[config.mk]
export PLATFORM = sky130hd
export DESIGN_NAME = alu_4_seq
export DESIGN_NICKNAME = d
export VERILOG_FILES = /design/src/rtl/alu_4_seq_pkg.sv /design/src/rtl/alu_4_seq_rbuf.sv /design/src/rtl/alu_4_seq.sv
export SDC_FILE = /design/constraint.sdc
export NUM_CORES = 1
export LEC_CHECK = 0
export CORE_MARGIN = 10
export CORE_UTILIZATION = 33
export DETAILED_ROUTE_END_ITERATION = 6
export PLACE_DENSITY = 0.61
export SYNTH_ARGS = -nofsm -noshare
export SYNTH_HDL_FRONTEND = slang
export SYNTH_SLANG_ARGS = --single-unit
[constraint.sdc]
create_clock -name clk -period 4.6 [get_ports clk]
set_input_delay 0.92 -clock clk [delete_from_list [all_inputs] [get_ports clk]]
set_output_delay 0.92 -clock clk [all_outputs]
set_load 0.01 [all_outputs]
[src/rtl/alu_4_seq_pkg.sv]
// Shared types and sizes for the alu_4 sweep engine (alu_4_seq).
package alu_4_seq_pkg;
    localparam int NUM_OPS = 16;
    localparam int DATA_W  = 4;
    localparam int OP_W    = 4;

    typedef enum logic [2:0] {
        S_IDLE,
        S_SETUP,
        S_WAIT,
        S_STORE,
        S_DONE
    } state_t;
endpackage

[src/rtl/alu_4_seq_rbuf.sv]
// 16-entry result buffer with per-opcode timeout flags and a registered read port.
module alu_4_seq_rbuf
    import alu_4_seq_pkg::*;
(
    input  logic                clk,
    input  logic                rst,
    input  logic                clr_err,
    input  logic                we,
    input  logic [OP_W-1:0]     waddr,
    input  logic [DATA_W-1:0]   wdata,
    input  logic                werr,
    input  logic [OP_W-1:0]     rd_addr,
    output logic [DATA_W-1:0]   rd_data,
    output logic [NUM_OPS-1:0]  err_mask
);

    logic [DATA_W-1:0] mem [NUM_OPS];

    // The read samples the array before this edge's write lands, so a
    // same-address read/write returns the old entry.
    always_ff @(posedge clk) begin
        if (rst) begin
            for (int i = 0; i < NUM_OPS; i++) mem[i] <= '0;
            rd_data  <= '0;
            err_mask <= '0;
        end else begin
            rd_data <= mem[rd_addr];
            if (clr_err) err_mask <= '0;
            if (we) begin
                mem[waddr] <= wdata;
                if (werr) err_mask[waddr] <= 1'b1;
            end
        end
    end

endmodule

[src/rtl/alu_4_seq.sv]
// Opcode sweep engine for alu_4: drives a/b/s, captures res on ack, flags timeouts.
// Optional checksum output enabled by defining ALU4_SEQ_CHECKSUM_EN.
module alu_4_seq
    import alu_4_seq_pkg::*;
#(
    parameter int HOLD_CYC = 2,
    parameter int TIMEOUT  = 8
) (
    input  logic                clk,
    input  logic                rst,
    input  logic                start,
    input  logic [DATA_W-1:0]   op_a,
    input  logic [DATA_W-1:0]   op_b,
    output logic                busy,
    output logic                done,
    output logic [DATA_W-1:0]   a,
    output logic [DATA_W-1:0]   b,
    output logic [OP_W-1:0]     s,
    input  logic [DATA_W-1:0]   res,
    input  logic                ack,
    input  logic [OP_W-1:0]     rd_addr,
    output logic [DATA_W-1:0]   rd_data,
    output logic [NUM_OPS-1:0]  err_mask
`ifdef ALU4_SEQ_CHECKSUM_EN
    ,
    output logic [DATA_W-1:0]   checksum
`endif
);

    localparam int HW = (HOLD_CYC > 1) ? $clog2(HOLD_CYC) : 1;
    localparam int TW = (TIMEOUT > 1) ? $clog2(TIMEOUT) : 1;
    localparam logic [HW-1:0]   HOLD_LAST = HW'(HOLD_CYC - 1);
    localparam logic [TW-1:0]   TO_LAST   = TW'(TIMEOUT - 1);
    localparam logic [OP_W-1:0] OP_LAST   = OP_W'(NUM_OPS - 1);

    state_t            state;
    logic [HW-1:0]     hold_cnt;
    logic [TW-1:0]     to_cnt;
    logic              accept;
    logic              wr_en;
    logic              wr_err;
    logic [DATA_W-1:0] wr_data;

    // A capture in the last WAIT cycle takes priority over the timeout.
    always_comb begin
        accept  = (state == S_IDLE) && start;
        wr_en   = (state == S_WAIT) && (ack || (to_cnt == TO_LAST));
        wr_err  = !ack;
        wr_data = ack ? res : '0;
    end

    always_ff @(posedge clk) begin
        if (rst) begin
            state    <= S_IDLE;
            hold_cnt <= '0;
            to_cnt   <= '0;
            a        <= '0;
            b        <= '0;
            s        <= '0;
            busy     <= 1'b0;
            done     <= 1'b0;
        end else begin
            case (state)
                S_IDLE: begin
                    if (start) begin
                        a        <= op_a;
                        b        <= op_b;
                        s        <= '0;
                        hold_cnt <= '0;
                        to_cnt   <= '0;
                        busy     <= 1'b1;
                        state    <= S_SETUP;
                    end
                end
                S_SETUP: begin
                    if (hold_cnt == HOLD_LAST) state <= S_WAIT;
                    else                       hold_cnt <= hold_cnt + HW'(1);
                end
                S_WAIT: begin
                    if (wr_en) state  <= S_STORE;
                    else       to_cnt <= to_cnt + TW'(1);
                end
                S_STORE: begin
                    hold_cnt <= '0;
                    to_cnt   <= '0;
                    if (s == OP_LAST) begin
                        busy  <= 1'b0;
                        done  <= 1'b1;
                        state <= S_DONE;
                    end else begin
                        s     <= s + OP_W'(1);
                        state <= S_SETUP;
                    end
                end
                S_DONE: begin
                    done  <= 1'b0;
                    state <= S_IDLE;
                end
                default: state <= S_IDLE;
            endcase
        end
    end

`ifdef ALU4_SEQ_CHECKSUM_EN
    always_ff @(posedge clk) begin
        if (rst)        checksum <= '0;
        else if (accept) checksum <= '0;
        else if (wr_en)  checksum <= checksum ^ wr_data;
    end
`endif

    alu_4_seq_rbuf u_rbuf (
        .clk      (clk),
        .rst      (rst),
        .clr_err  (accept),
        .we       (wr_en),
        .waddr    (s),
        .wdata    (wr_data),
        .werr     (wr_err),
        .rd_addr  (rd_addr),
        .rd_data  (rd_data),
        .err_mask (err_mask)
    );

endmodule
* Word-level counts from Yosys, hierarchy flattened
Memories as Yosys holds them, arrays and structs flattened. A register that Yosys moved wholly into a read port is not among the register bits.
Cells that the tools add are included.
** Operators by class
- Reductions and logical operators :: 17
- Muxes and demuxes :: 34
- Equality and inequality tests :: 12
- Add/sub/neg operators :: 3
- Bitwise gates (word level) :: 1
- Magnitude comparators :: 2
** Operators with widths (number)
- $mux 16 :: 4
- $mux 4 :: 5
- $mux 3 :: 6
- $or 16x16->16 :: 1
- $mux 1 :: 12
- $pmux 3 s4 :: 1
- $reduce_and 3->1 :: 4
- $ne 2x2->1 const B :: 5
- $pmux 3 s3 :: 1
- $pmux 4 s2 :: 1
- $eq 3x2->1 const B :: 2
- $eq 3x3->1 const B :: 2
- $reduce_and 2->1 :: 3
- $reduce_bool 3->1 :: 2
- $lt 4x5->1 const B :: 1
- $add 4x1->4 const B :: 1
- $demux 1 s4 :: 1
- $eq 4x4->1 const B :: 1
- $ge 4x1->1 const B :: 1
- $pmux 1 s2 :: 2
- $reduce_bool 2->1 :: 2
- $reduce_or 4->1 :: 1
- $add 3x1->3 const B :: 1
- $eq 3x1->1 const B :: 1
- other kinds (6) :: 8
** Storage, ports and cells
- Register bits :: 37
- Bits in writable memories :: 64
- Memories kept :: 1
- Word-level logic and storage cells :: 79
** Memory list
- u_rbuf.mem :: depth 16, bits a word 4, read ports 1, clocked after Yosys merged registers in 1, write ports 16, line alu_4_seq_rbuf.sv:17 : logic [DATA_W-1:0] mem [NUM_OPS];

* Longest topological paths before layout
Gate-level depths: netlist of the first run.
- Depth after elaboration :: 8
- Gate-level depth with buffers :: 7
- Depth with buffers taken out :: 6

* By module
A second synthesis of the first run with hierarchy kept.
** Second synthesis, totals
- Cell total of the unflattened synthesis :: 413
- Area, all modules :: 4764.6 um^2
** By module, submodules not included
- alu_4_seq_rbuf :: times used 1, area each 3786.1 um^2, seq. area each 2322.2 um^2, cells an instance 294
- alu_4_seq :: times used 1, area each 978.4 um^2, seq. area each 420.4 um^2, cells an instance 119

* Worst setup path after synthesis of the first run
Ideal clock, no wire load.
- Path kind :: input port to flip-flop
- Start point :: input rst
- End point :: memory u_rbuf.mem[1][0] (enable)
- Path slack :: 2167 ps
- Stages :: 5
- Data arrival time :: 2123 ps
- Data required time :: 4289 ps
- Path through :: or4b_1 > nor2_4 > buf_4 > nand3_1 > nand2b_1
** RTL lines
- start, declared :: line alu_4_seq.sv:10 : input logic rst,
- end, declared :: line alu_4_seq_rbuf.sv:17

==> key figures, run 1 <==
Finish
  • Commonest cells after routing, fill and taps aside: 77 x nor2_1, 64 x edfxtp_1, 53 x clkdlybuf4s50_1
  • P&R area growth vs syn: 21.4%
  • Layout cells sized above 1: between 7 and 8%
  • Fillcell total: 1315
  • Commonest non-fill, non-tap cell in the layout: nor2_1
  • Final std cells w/o fill: between 600 and 700
  • Antenna cells: 0
  • Fin area: 0.00551 mm^2
  • Final core utilization: 41.2%
  • Final #Nets: 483

Synthesis
  • Cells after synthesis: ~410
  • Seq cells post-synth: 105
  • Register area share after synthesis: between 60 and 70%
  • Syn Nets: 438
  • Post-Syn Area: 0.00453 mm^2
  • Mapped Avg Cell Area: approximately 11 um^2
  • Synthesis Warnings: 0
  • Unique masters post-synth: 42

Worst setup path
  • Worst path cell trace: clkdlybuf4s50_1 > or4b_1 > nor2_4 > nand3_1 > nand2b_1
  • Crit path capture type: flop
  • R2r endpoint: u_rbuf.mem[11][1]
  • Flop2flop setup slack: 2.28 ns
  • CP peak stage delay: 0.54 ns
  • R2R depth: 4
  • Crit path max-delay cell type: or4b_1
  • Crit path required time: 4.63 ns
  • Worst r2r src: state[1]
  • Crit-path leading delay family: simple AND/OR/NAND/NOR gates
  • Crit path DAT: 2.81 ns
  • Critical path class: input pin to flop
  • CP Max Fanout: 16
  • CP Buf/Inv Count: 1
  • Setup crit start kind: input pin

Clock tree
  • Clock root buffer: clkbuf_16
  • Clock sink count: 105
  • Num CTS Buffers: 9
  • Post-CTS Resized: 0
  • Clock Path Buffers: 2
  • Worst-skew pair later-pin latency: 0.34 ns
  • CTS Hold Buffers Added: 0
  • CTS tree: yes
  • Worst-path clk slew: 0.06 ns
  • Post CTS Setup Buffer Count: 0
  • H-tree levels: 3

Route
  • DR WL/cell: 16.9 um
  • DR pass1 iterations: 4
  • Final WL: 10800 um
  • Antenna viol nets, final: 0
  • Via density: 5.00
  • # DRC: 0
  • Via count: 3191
  • Iteration-0 DRC Markers: 378

Pwr
  • Sw power: 427 uW
  • Final Power: approximately 2.0 mW
  • P per Cell Area: 355 mW/mm^2
  • Worst vdd ir: about 0.00020 V
  • Power share of the clock group: 39.0%
  • Reg power frac: 53.2%
  • Logic gate share of total power: 7.8%
  • Sw Ratio: 21.8%
  • Pleak: slightly below 2 nW
  • Power Internal: ~1.5 mW

Worst hold path
  • Min-Delay Startpoint: u_rbuf.err_mask[6]
  • Hold endpoint: u_rbuf.err_mask[6]
  • Hold depth: 2
  • Worst hold path type: flop to flop

Place
  • Port Buffer Count: 53
  • Post-place instance area: 0.00520 mm^2
  • DP Wirelength: 7800 um
  • Routability cong.: 0.806
  • Dpl cells: a little over 600

Die
  • Row count: 42
  • Initial core utilization: between 30% and 40%
  • DIE AREA: between 0.015 and 0.02 mm^2
  • Top-Level Pins: between 50 and 60
  • CORE AREA: 0.0133 mm^2
  • DIE HEIGHT: 137 um
  • Die width: ~140 um

Global routing
  • Total GRT Usage: 11.9%
  • Initial antenna violation count: 0
  • Vias in the first global route: 3250
  • GRT overflow: 0
  • First-pass GRT wire length: 17500 um
  • Largest net degree at the start of global routing: 40

Timing
  • Slew HR: 31.6%
  • Clock skew: slightly above 0.009 ns
  • Fin Setup TNS: 0 ns
  • Tmin final: 2.78 ns
  • Max Slew Vio Count: 0
  • RSZ-0062 raised after global routing: no
  • Fmax: 0.360 GHz
  • Worst Tran Pin Value: 1.02 ns
  • Final worst-path cycle share: 60.5%
  • Fin. Hold Viols: 0
  • Setup-failing EPs final: 0

Status
  • Outcome: completed

Run
  • Max Cap Viol: 0
==> through the flow <==
stage / worst slack, ns / hold slack, ns
finish: 1.82 / 0.452
CTS: 1.82 / 0.458
detailed placement: 1.47 / 0.450
floorplan: 2.17 / 0.446
global placement: 1.50 / 0.440
global route: 1.69 / 0.479
==> per-layer routing <==
layer | GRT usage (%) | share of wire (%) | up-vias
met3 | 3.75 | 7.2 | 6
met5 | 0 | 0 | -
li1 | - | - | 1550
met1 | 15.4 | 46 | 1538
met2 | 19.0 | 46 | 97
met4 | 2.63 | 0.49 | 0
==> cell families after synthesis <==
family	after synthesis	share of synthesized area (%)
AO/OA/AOI/OAI	54	7.23
multiplexers	28	8.14
AND/OR/NAND/NOR	190	19.4
flip-flops	105	60.5
buffers and inverters	29	3.04
adder cells (fa/ha/maj)	6	1.66
==> registers in the layout, summed over array words and instances (netlist names) <==
name / count
b: 4
to_cnt: 3
done: 1
busy: 1
a: 4
hold_cnt: 1
u_rbuf.mem: 64
u_rbuf.rd_data: 4
state: 3
u_rbuf.err_mask: 16
s: 4
==> final cells by class <==
type	instances	area, um^2	area share, %
Sequential cell	105	2740	49.8
Multi-Input combinational cell	278	1650	30.0
Timing Repair Buffer	58	568	10.3
Clock buffer	13	283	5.14
Tap cell	176	220	4.00
Clock inverter	3	20.0	0.364
Inverter	5	18.8	0.341
==> worst max-delay path by stage <==
stage | depth (start not counted) | startpoint | endpoint | slack (ns)
final | 5 | rst | u_rbuf.mem[11][1] | 1.82
after global routing | 5 | rst | u_rbuf.mem[8][1] | 1.69
after CTS | 5 | rst | u_rbuf.mem[11][1] | 1.82
after detailed placement | 5 | rst | u_rbuf.mem[11][0] | 1.47
after global placement | 5 | rst | u_rbuf.mem[11][2] | 1.50
after floorplan | 5 | rst | u_rbuf.mem[1][0] | 2.17
==> cell usage after synthesis <==
library cell	n	area share [%]
nor4b_2	1	0.33
a22oi_1	6	0.99
and3_1	1	0.14
nand3_2	1	0.22
o2111ai_1	2	0.39
a21boi_1	1	0.17
a21oi_1	14	1.5
o31a_4	1	0.39
nand3b_1	1	0.17
nand2b_1	17	2.3
o21a_1	1	0.17
buf_4	1	0.17
nor2_4	1	0.25
or4b_1	2	0.44
inv_1	5	0.41
mux2i_1	20	4.4
o21ai_0	15	1.7
nand2_1	49	4.1
a31oi_1	1	0.14
or3_1	1	0.14
nor3_1	3	0.33
o22ai_1	1	0.14
nor3b_1	2	0.33
edfxtp_1	64	42
nor2_1	77	6.4
nand3_1	20	2.2
nor2b_1	6	0.83
ha_1	6	1.7
mux2_2	1	0.25
a22o_1	2	0.39
mux4_2	7	3.5
dfxtp_1	41	18
dlygate4sd2_1	1	0.19
buf_6	2	0.50
o21ba_2	1	0.22
o211ai_1	1	0.17
or4b_4	1	0.30
nand4_1	7	0.97
buf_1	3	0.25
o21ai_1	8	0.88
clkbuf_1	13	1.1
buf_2	4	0.44
==> worst register-to-register path, stage by stage, from the launching register on <==
cell and delay (ns):
dfxtp_1 0.54, or4b_1 0.55, nor2_4 0.36, nand3_1 0.31
nand2b_1 0.26
==> power groups by stage <==
stage	Clock (mW)	Sequential (mW)	Combinational (mW)
floorplan	0	1.06	0.0907
global placement	0	1.06	0.150
detailed placement	0	1.06	0.154
CTS	0.776	1.04	0.154
global route	0.821	1.04	0.168
finish	0.762	1.04	0.152
(Power assumes the default switching activity.)
==> inputs of run 2 (changes only) <==
==> constraint.sdc (replaced) <==
create_clock -name clk -period 2.71 [get_ports clk]
set_input_delay 0.542 -clock clk [delete_from_list [all_inputs] [get_ports clk]]
set_output_delay 0.542 -clock clk [all_outputs]
set_load 0.01 [all_outputs]
==> run 2 against run 1 <==
Register-to-register slack got worse by 1.7 ns. Non-clock buffer count increased by 21. Via count grew 1.1%. Hold slack got worse by 0.0069 ns. Largest power group unchanged. Highest routed layer unchanged.
==> key figures, run 2 (same netlist as run 1, synthesis figures left out) <==
Route
  • Final WL: 11200 um (was 10800 um)
  • Iteration-0 DRC Markers: 331 (was 378)
  • DR pass1 iterations: 5 (was 4)
  • Antenna viol nets, final: 0 (unchanged)
  • DR WL/cell: 17.0 um (was 16.9 um)
  • Via count: 3225 (was 3191)
  • Via density: 4.89 (was 5.00)
  • # DRC: 0 (unchanged)

Worst setup path
  • Worst Setup SP: rst (unchanged)
  • CP Max Fanout: 16 (unchanged)
  • Worst path cell trace: clkdlybuf4s50_1 > or4b_1 > nor2_4 > buf_12 > nand3_1 > nand2b_1 (was clkdlybuf4s50_1 > or4b_1 > nor2_4 > nand3_1 > nand2b_1)
  • Critical path class: input pin to flop (unchanged)
  • Crit path DAT: 2.22 ns (was 2.81 ns)
  • Crit path required time: 2.76 ns (was 4.63 ns)
  • Setup crit start kind: input pin (unchanged)
  • Crit path max-delay cell type: or4b_1 (unchanged)
  • Crit-path leading delay family: simple AND/OR/NAND/NOR gates (unchanged)
  • CP peak stage delay: 0.55 ns (was 0.54 ns)
  • Worst r2r src: state[0] (was state[1])
  • Crit path capture type: flop (unchanged)
  • CP Buf/Inv Count: 2 (was 1)

Timing
  • Setup-failing EPs final: 0 (unchanged)
  • Final worst-path cycle share: between 70% and 80%
  • Clock skew: 0.0105 ns (was 0.00931 ns)
  • Fmax: approximately 0.46 GHz
  • RSZ-0062 raised after global routing: no (unchanged)
  • Tmin final: 2.17 ns
  • Fin Setup TNS: 0 ns (unchanged)
  • Max Slew Vio Count: 0 (unchanged)
  • Worst Tran Pin Value: 0.589 ns (was 1.02 ns)
  • Fin. Hold Viols: 0 (unchanged)
  • Slew HR: 60.6% (was 31.6%)

Clock tree
  • Num CTS Buffers: 9 (unchanged)
  • Clock Path Buffers: 2 (unchanged)
  • Clock root buffer: clkbuf_16 (unchanged)
  • Clock sink count: 105 (unchanged)
  • Worst-skew pair later-pin latency: 0.36 ns (was 0.34 ns)
  • H-tree levels: 3 (unchanged)
  • CTS Hold Buffers Added: 0 (unchanged)
  • Post-CTS Resized: 0 (unchanged)
  • Post CTS Setup Buffer Count: 0 (unchanged)
  • Worst-path clk slew: 0.06 ns (about the same)
  • CTS tree: yes (unchanged)

Finish
  • Biggest regs: u_rbuf.mem x64, u_rbuf.err_mask x16 (unchanged)
  • Layout cells sized above 1: 11.0% (was 7.14%)
  • Max FFs per register: 64 (unchanged)
  • Final core utilization: 42.3% (was 41.2%)
  • P&R area growth vs syn: 24.5% (was 21.4%)
  • Commonest cells after routing, fill and taps aside: 77 x nor2_1, 64 x edfxtp_1, 53 x clkdlybuf4s50_1 (unchanged)
  • Antenna cells: 0 (unchanged)
  • Final #Nets: 504 (was 483)
  • Largest Register: u_rbuf.mem (unchanged)
  • Commonest non-fill, non-tap cell in the layout: nor2_1 (unchanged)

Pwr
  • Pleak: 2.02 nW (was 1.94 nW)
  • Worst vdd ir: 0.000260 V (was 0.000199 V)
  • P per Cell Area: 569 mW/mm^2 (was 355 mW/mm^2)

Die
  • DIE HEIGHT: 137 um (unchanged)
  • DIE AREA: 0.0188 mm^2 (unchanged)
  • Row count: 42 (unchanged)
  • Initial core utilization: 34.0% (unchanged)
  • Die width: 137 um (unchanged)
  • Top-Level Pins: 54 (unchanged)
  • CORE AREA: 0.0133 mm^2 (unchanged)

Global routing
  • Vias in the first global route: 3179 (was 3250)
  • Largest net degree at the start of global routing: 40 (unchanged)
  • Total GRT Usage: 12.2% (was 11.9%)
  • GRT overflow: 0 (unchanged)
  • First-pass GRT wire length: 17500 um (about the same)
  • Initial antenna violation count: 0 (unchanged)

Place
  • Port Buffer Count: 53 (unchanged)
  • Routability cong.: 0.779 (was 0.806)
  • DP Wirelength: 7920 um (was 7800 um)

Worst hold path
  • Min-Delay Startpoint: u_rbuf.err_mask[1] (was u_rbuf.err_mask[6])
  • Worst hold path type: flop to flop (unchanged)

Status
  • Outcome: completed (unchanged)

Run
  • Max Cap Viol: 0 (unchanged)
## run 2: changes by cell type in the layout (fill, tap and decap cells not counted), sizes merged
| cell | delta |
|---|---|
| buf | +21 |
| clkbuf | -1 |
| inv | -1 |
| clkinv | +2 |
## run 2: report_power, final
group | switching (mW) | internal [mW] | total, mW | leakage, nW
Sequential | 0.0263 | 1.74 | 1.77 | 0.994
Combinational | 0.146 | 0.127 | 0.273 | 0.894
Clock | 0.555 | 0.618 | 1.17 | 0.130
## run 2: worst register-to-register path: cells and delay by family (launching register included)
family	cells	cell delay (ns)
buffers and inverters	1	0.15
and+or+nand+nor	4	1.17
DFF	1	0.46
## run 2: layer usage
layer  global-route usage (%)  part of all wire, %  vias up
met3                     4.37                  7.5       15
met1                     15.4                   45     1535
met5                        0                    0        -
li1                         -                    -     1584
met4                     4.80                  1.3        0
met2                     18.8                   46       91
## run 2: metrics by stage
stage	power (mW)	setup WS [ns]	std cells	hold slack, ns	cell area, um^2
4_1_cts	3.23	0.564	659	0.448	5640
5_1_grt	3.33	0.436	659	0.459	5640
3_3_place_gp	2.07	0.241	643	0.436	5390
3_5_place_dp	2.08	0.193	643	0.439	5390
2_1_floorplan	1.95	0.655	412	0.446	4530
6_report	3.21	0.543	659	0.445	5640
## run 2: path summary, 6_finish.rpt
path / endpoint / slack [ns] / cells past startpoint
setup / recovery: u_rbuf.mem[7][0] / 0.54 / 6
hold / removal: u_rbuf.err_mask[1] / 0.45 / 2
setup reg to reg: u_rbuf.mem[7][0] / 0.62 / 5
hold reg to reg: u_rbuf.err_mask[1] / 0.45 / 2
## run 2: cell type report
class | instances | area (um^2)
Fill cell | 1289 | 7710
Inverter | 5 | 18.8
Clock buffer | 12 | 236
Tap cell | 176 | 220
Timing Repair Buffer | 79 | 751
Multi-Input combinational cell | 278 | 1650
Sequential cell | 105 | 2740
Clock inverter | 4 | 20.0
==> inputs of run 3 (changes only) <==
--- a/config.mk
+++ b/config.mk
@@ -8,7 +8,7 @@
 export CORE_MARGIN = 10
 export CORE_UTILIZATION = 33
 export DETAILED_ROUTE_END_ITERATION = 6
-export PLACE_DENSITY = 0.61
+export PLACE_DENSITY = 0.63
 export SYNTH_ARGS = -nofsm -noshare
 export SYNTH_HDL_FRONTEND = slang
 export SYNTH_SLANG_ARGS = --single-unit
==> constraint.sdc (replaced) <==
create_clock -name clk -period 1.7 [get_ports clk]
set_input_delay 0.34 -clock clk [delete_from_list [all_inputs] [get_ports clk]]
set_output_delay 0.34 -clock clk [all_outputs]
set_load 0.01 [all_outputs]
==> run 3 against run 2 <==
The run now ends with negative setup slack left. Sequential share of layout area down 8.2 points. Worst setup slack worse by 0.68 ns. Non-clock buffer count up 43. Power up 70%. First-iteration DRC count down 33%.
==> key figures, run 3 (same netlist as run 1, synthesis figures left out) <==
Clock tree
  • Clock sink count: 105 (unchanged)
  • CTS Hold Buffers Added: 0 (unchanged)
  • Worst-path clk slew: 0.07 ns (was 0.06 ns)
  • Clock Path Buffers: 2 (unchanged)
  • H-tree levels: 3 (unchanged)
  • Clock root buffer: clkbuf_16 (unchanged)
  • Num CTS Buffers: 9 (unchanged)
  • Worst-skew pair later-pin latency: 0.35 ns (was 0.36 ns)
  • CTS tree: yes (unchanged)

Finish
  • Final std cells w/o fill: 702 (was 659)
  • Fillcell total: 1156 (was 1289)
  • Antenna cells: 0 (unchanged)
  • Largest Register: u_rbuf.mem (unchanged)
  • Layout cells sized above 1: 36.5% (was 11.0%)
  • Biggest regs: u_rbuf.mem x64, u_rbuf.err_mask x16 (unchanged)
  • Area of the multi-input gates: 0.00227 mm^2 (was 0.00165 mm^2)
  • P&R area growth vs syn: 50.1% (was 24.5%)
  • Commonest cells after routing, fill and taps aside: 64 x edfxtp_1, 48 x nand2_1, 48 x clkdlybuf4s50_1 (was 77 x nor2_1, 64 x edfxtp_1, 53 x clkdlybuf4s50_1)
  • Final core utilization: 51.0% (was 42.3%)
  • Commonest non-fill, non-tap cell in the layout: edfxtp_1 (was nor2_1)
  • Fin area: 0.00680 mm^2 (was 0.00564 mm^2)
  • Final #Nets: 547 (was 504)
  • Register area: 0.00275 mm^2 (was 0.00274 mm^2)
  • Max FFs per register: 64 (unchanged)

Die
  • Top-Level Pins: 54 (unchanged)
  • Die width: 137 um (unchanged)
  • DIE HEIGHT: 137 um (unchanged)
  • DIE AREA: 0.0188 mm^2 (unchanged)
  • Initial core utilization: 34.0% (unchanged)
  • Row count: 42 (unchanged)
  • CORE AREA: 0.0133 mm^2 (unchanged)

Worst setup path
  • Worst path cell trace: or4b_4 > nor2_4 > buf_8 > nand3_4 > nand2b_4 (was clkdlybuf4s50_1 > or4b_1 > nor2_4 > buf_12 > nand3_1 > nand2b_1)
  • CP Max Fanout: 8 (was 16)
  • Flop2flop setup slack: -0.14 ns (was 0.62 ns)
  • Crit-path leading delay family: simple AND/OR/NAND/NOR gates (unchanged)
  • CP peak stage delay: 0.55 ns (about the same)
  • Critical path class: flop to flop (was input pin to flop)
  • CP Buf/Inv Count: 1 (was 2)
  • Setup crit start kind: flop (was input pin)
  • Crit path max-delay cell type: or4b_4 (was or4b_1)
  • Crit path required time: 1.77 ns (was 2.76 ns)
  • Crit path DAT: 1.90 ns (was 2.22 ns)
  • Crit path capture type: flop (unchanged)

Route
  • Antenna viol nets, final: 0 (unchanged)
  • # DRC: 0 (unchanged)
  • DR WL/cell: 16.7 um (was 17.0 um)
  • Final WL: 11700 um (was 11200 um)
  • DR pass1 iterations: 4 (was 5)
  • Via density: 4.89 (about the same)
  • Iteration-0 DRC Markers: 222 (was 331)
  • Via count: 3435 (was 3225)

Place
  • Worst slack at placement: -0.728 ns (was 0.193 ns)
  • Port Buffer Count: 53 (unchanged)
  • Routability cong.: 0.804 (was 0.779)
  • DP Wirelength: 8260 um (was 7920 um)
  • Post-place instance area: 0.00591 mm^2 (was 0.00539 mm^2)
  • Dpl cells: 678 (was 643)

Timing
  • Fin. Hold Viols: 0 (unchanged)
  • Worst Tran Pin Value: 0.827 ns (was 0.589 ns)
  • Tmin final: 1.84 ns
  • Setup-failing EPs final: 132 (was 0)
  • Fmax: 0.544 GHz
  • Fin Hold WS: 0.446 ns (was 0.445 ns)
  • Final worst-path cycle share: 108%
  • Clock skew: 0.00632 ns (was 0.0105 ns)
  • Max Slew Vio Count: 0 (unchanged)
  • Final WS setup: -0.137 ns (was 0.543 ns)
  • RSZ-0062 raised after global routing: yes (was no)
  • Slew HR: 44.7% (was 60.6%)
  • Fin Setup TNS: -10.63 ns (was 0 ns)

Pwr
  • Logic gate share of total power: 10.3% (was 8.5%)
  • Sw power: 1.24 mW (was 728 uW)
  • Power Internal: 4.23 mW (was 2.48 mW)
  • P per Cell Area: 804 mW/mm^2 (was 569 mW/mm^2)
  • Reg power frac: 51.2% (was 55.0%)
  • Final Power: 5.47 mW (was 3.21 mW)
  • Worst vdd ir: 0.000565 V (was 0.000260 V)
  • Pleak: 2.49 nW (was 2.02 nW)
  • Sw Ratio: 22.7% (about the same)
  • Power share of the clock group: 38.6% (was 36.5%)

Global routing
  • First-pass GRT wire length: 18000 um (was 17500 um)
  • GRT overflow: 0 (unchanged)
  • Total GRT Usage: 12.4% (was 12.2%)
  • Vias in the first global route: 3395 (was 3179)
  • Largest net degree at the start of global routing: 40 (unchanged)
  • Initial antenna violation count: 0 (unchanged)

Run
  • Max Cap Viol: 0 (unchanged)

Status
  • Failing checks: negative setup slack
  • Outcome: finished, violations left (was completed)

Worst hold path
  • Worst hold path type: flop to flop (unchanged)
[run 3: what timing repair did]
action / in CTS / in global routing
pin swaps: 7 / 51
setup buffers: 3 / 5
gates cloned: 0 / 1
resized for setup: 24 / 116
endpoints found under the hold margin: 0 / 0
setup endpoints to repair: 146 / 150
[run 3: worst reg2reg max path: stages (launching register included)]
cell and delay [ns]:
dfxtp_2 0.32, or4b_4 0.55, nor2_4 0.23, buf_8 0.20, nand3_4 0.11, nand2b_4 0.14
[run 3: path summary, 6_finish.rpt]
| check | cells after the start | from | end |
|---|---|---|---|
| max | 5 | state[2] | u_rbuf.mem[2][0] |
| min | 2 | u_rbuf.err_mask[4] | u_rbuf.err_mask[4] |
| max reg2reg | 5 | state[2] | u_rbuf.mem[2][0] |
| min reg2reg | 2 | u_rbuf.err_mask[4] | u_rbuf.err_mask[4] |
[run 3: cell type report]
| cell class | count | share of cell area, % |
|---|---|---|
| inverters | 5 | 0.276 |
| clock inverters | 6 | 0.956 |
| repair buffers | 122 | 18.2 |
| clock buffers | 10 | 3.51 |
| well taps | 176 | 3.24 |
| flip-flops and latches | 105 | 40.4 |
| multi-input cells | 278 | 33.4 |
[run 3: layer usage]
metal  vias up  part of all wire [%]  wire length, um  global-route usage [%]
met4         0                   1.5              178                    4.33
li1       1687                     -                -                       -
met5         -                     0                0                       0
met1      1655                    43             5020                    14.8
met3        16                   6.2              729                    4.48
met2        77                    49             5770                    20.2
[run 3: power groups by stage]
stage / combinational, mW / sequential (mW) / clock, mW
2_1_floorplan: 0.261 / 2.86 / 0
3_3_place_gp: 0.504 / 2.86 / 0
3_5_place_dp: 0.512 / 2.86 / 0
4_1_cts: 0.516 / 2.80 / 2.15
5_1_grt: 0.607 / 2.81 / 2.25
6_report: 0.561 / 2.80 / 2.11
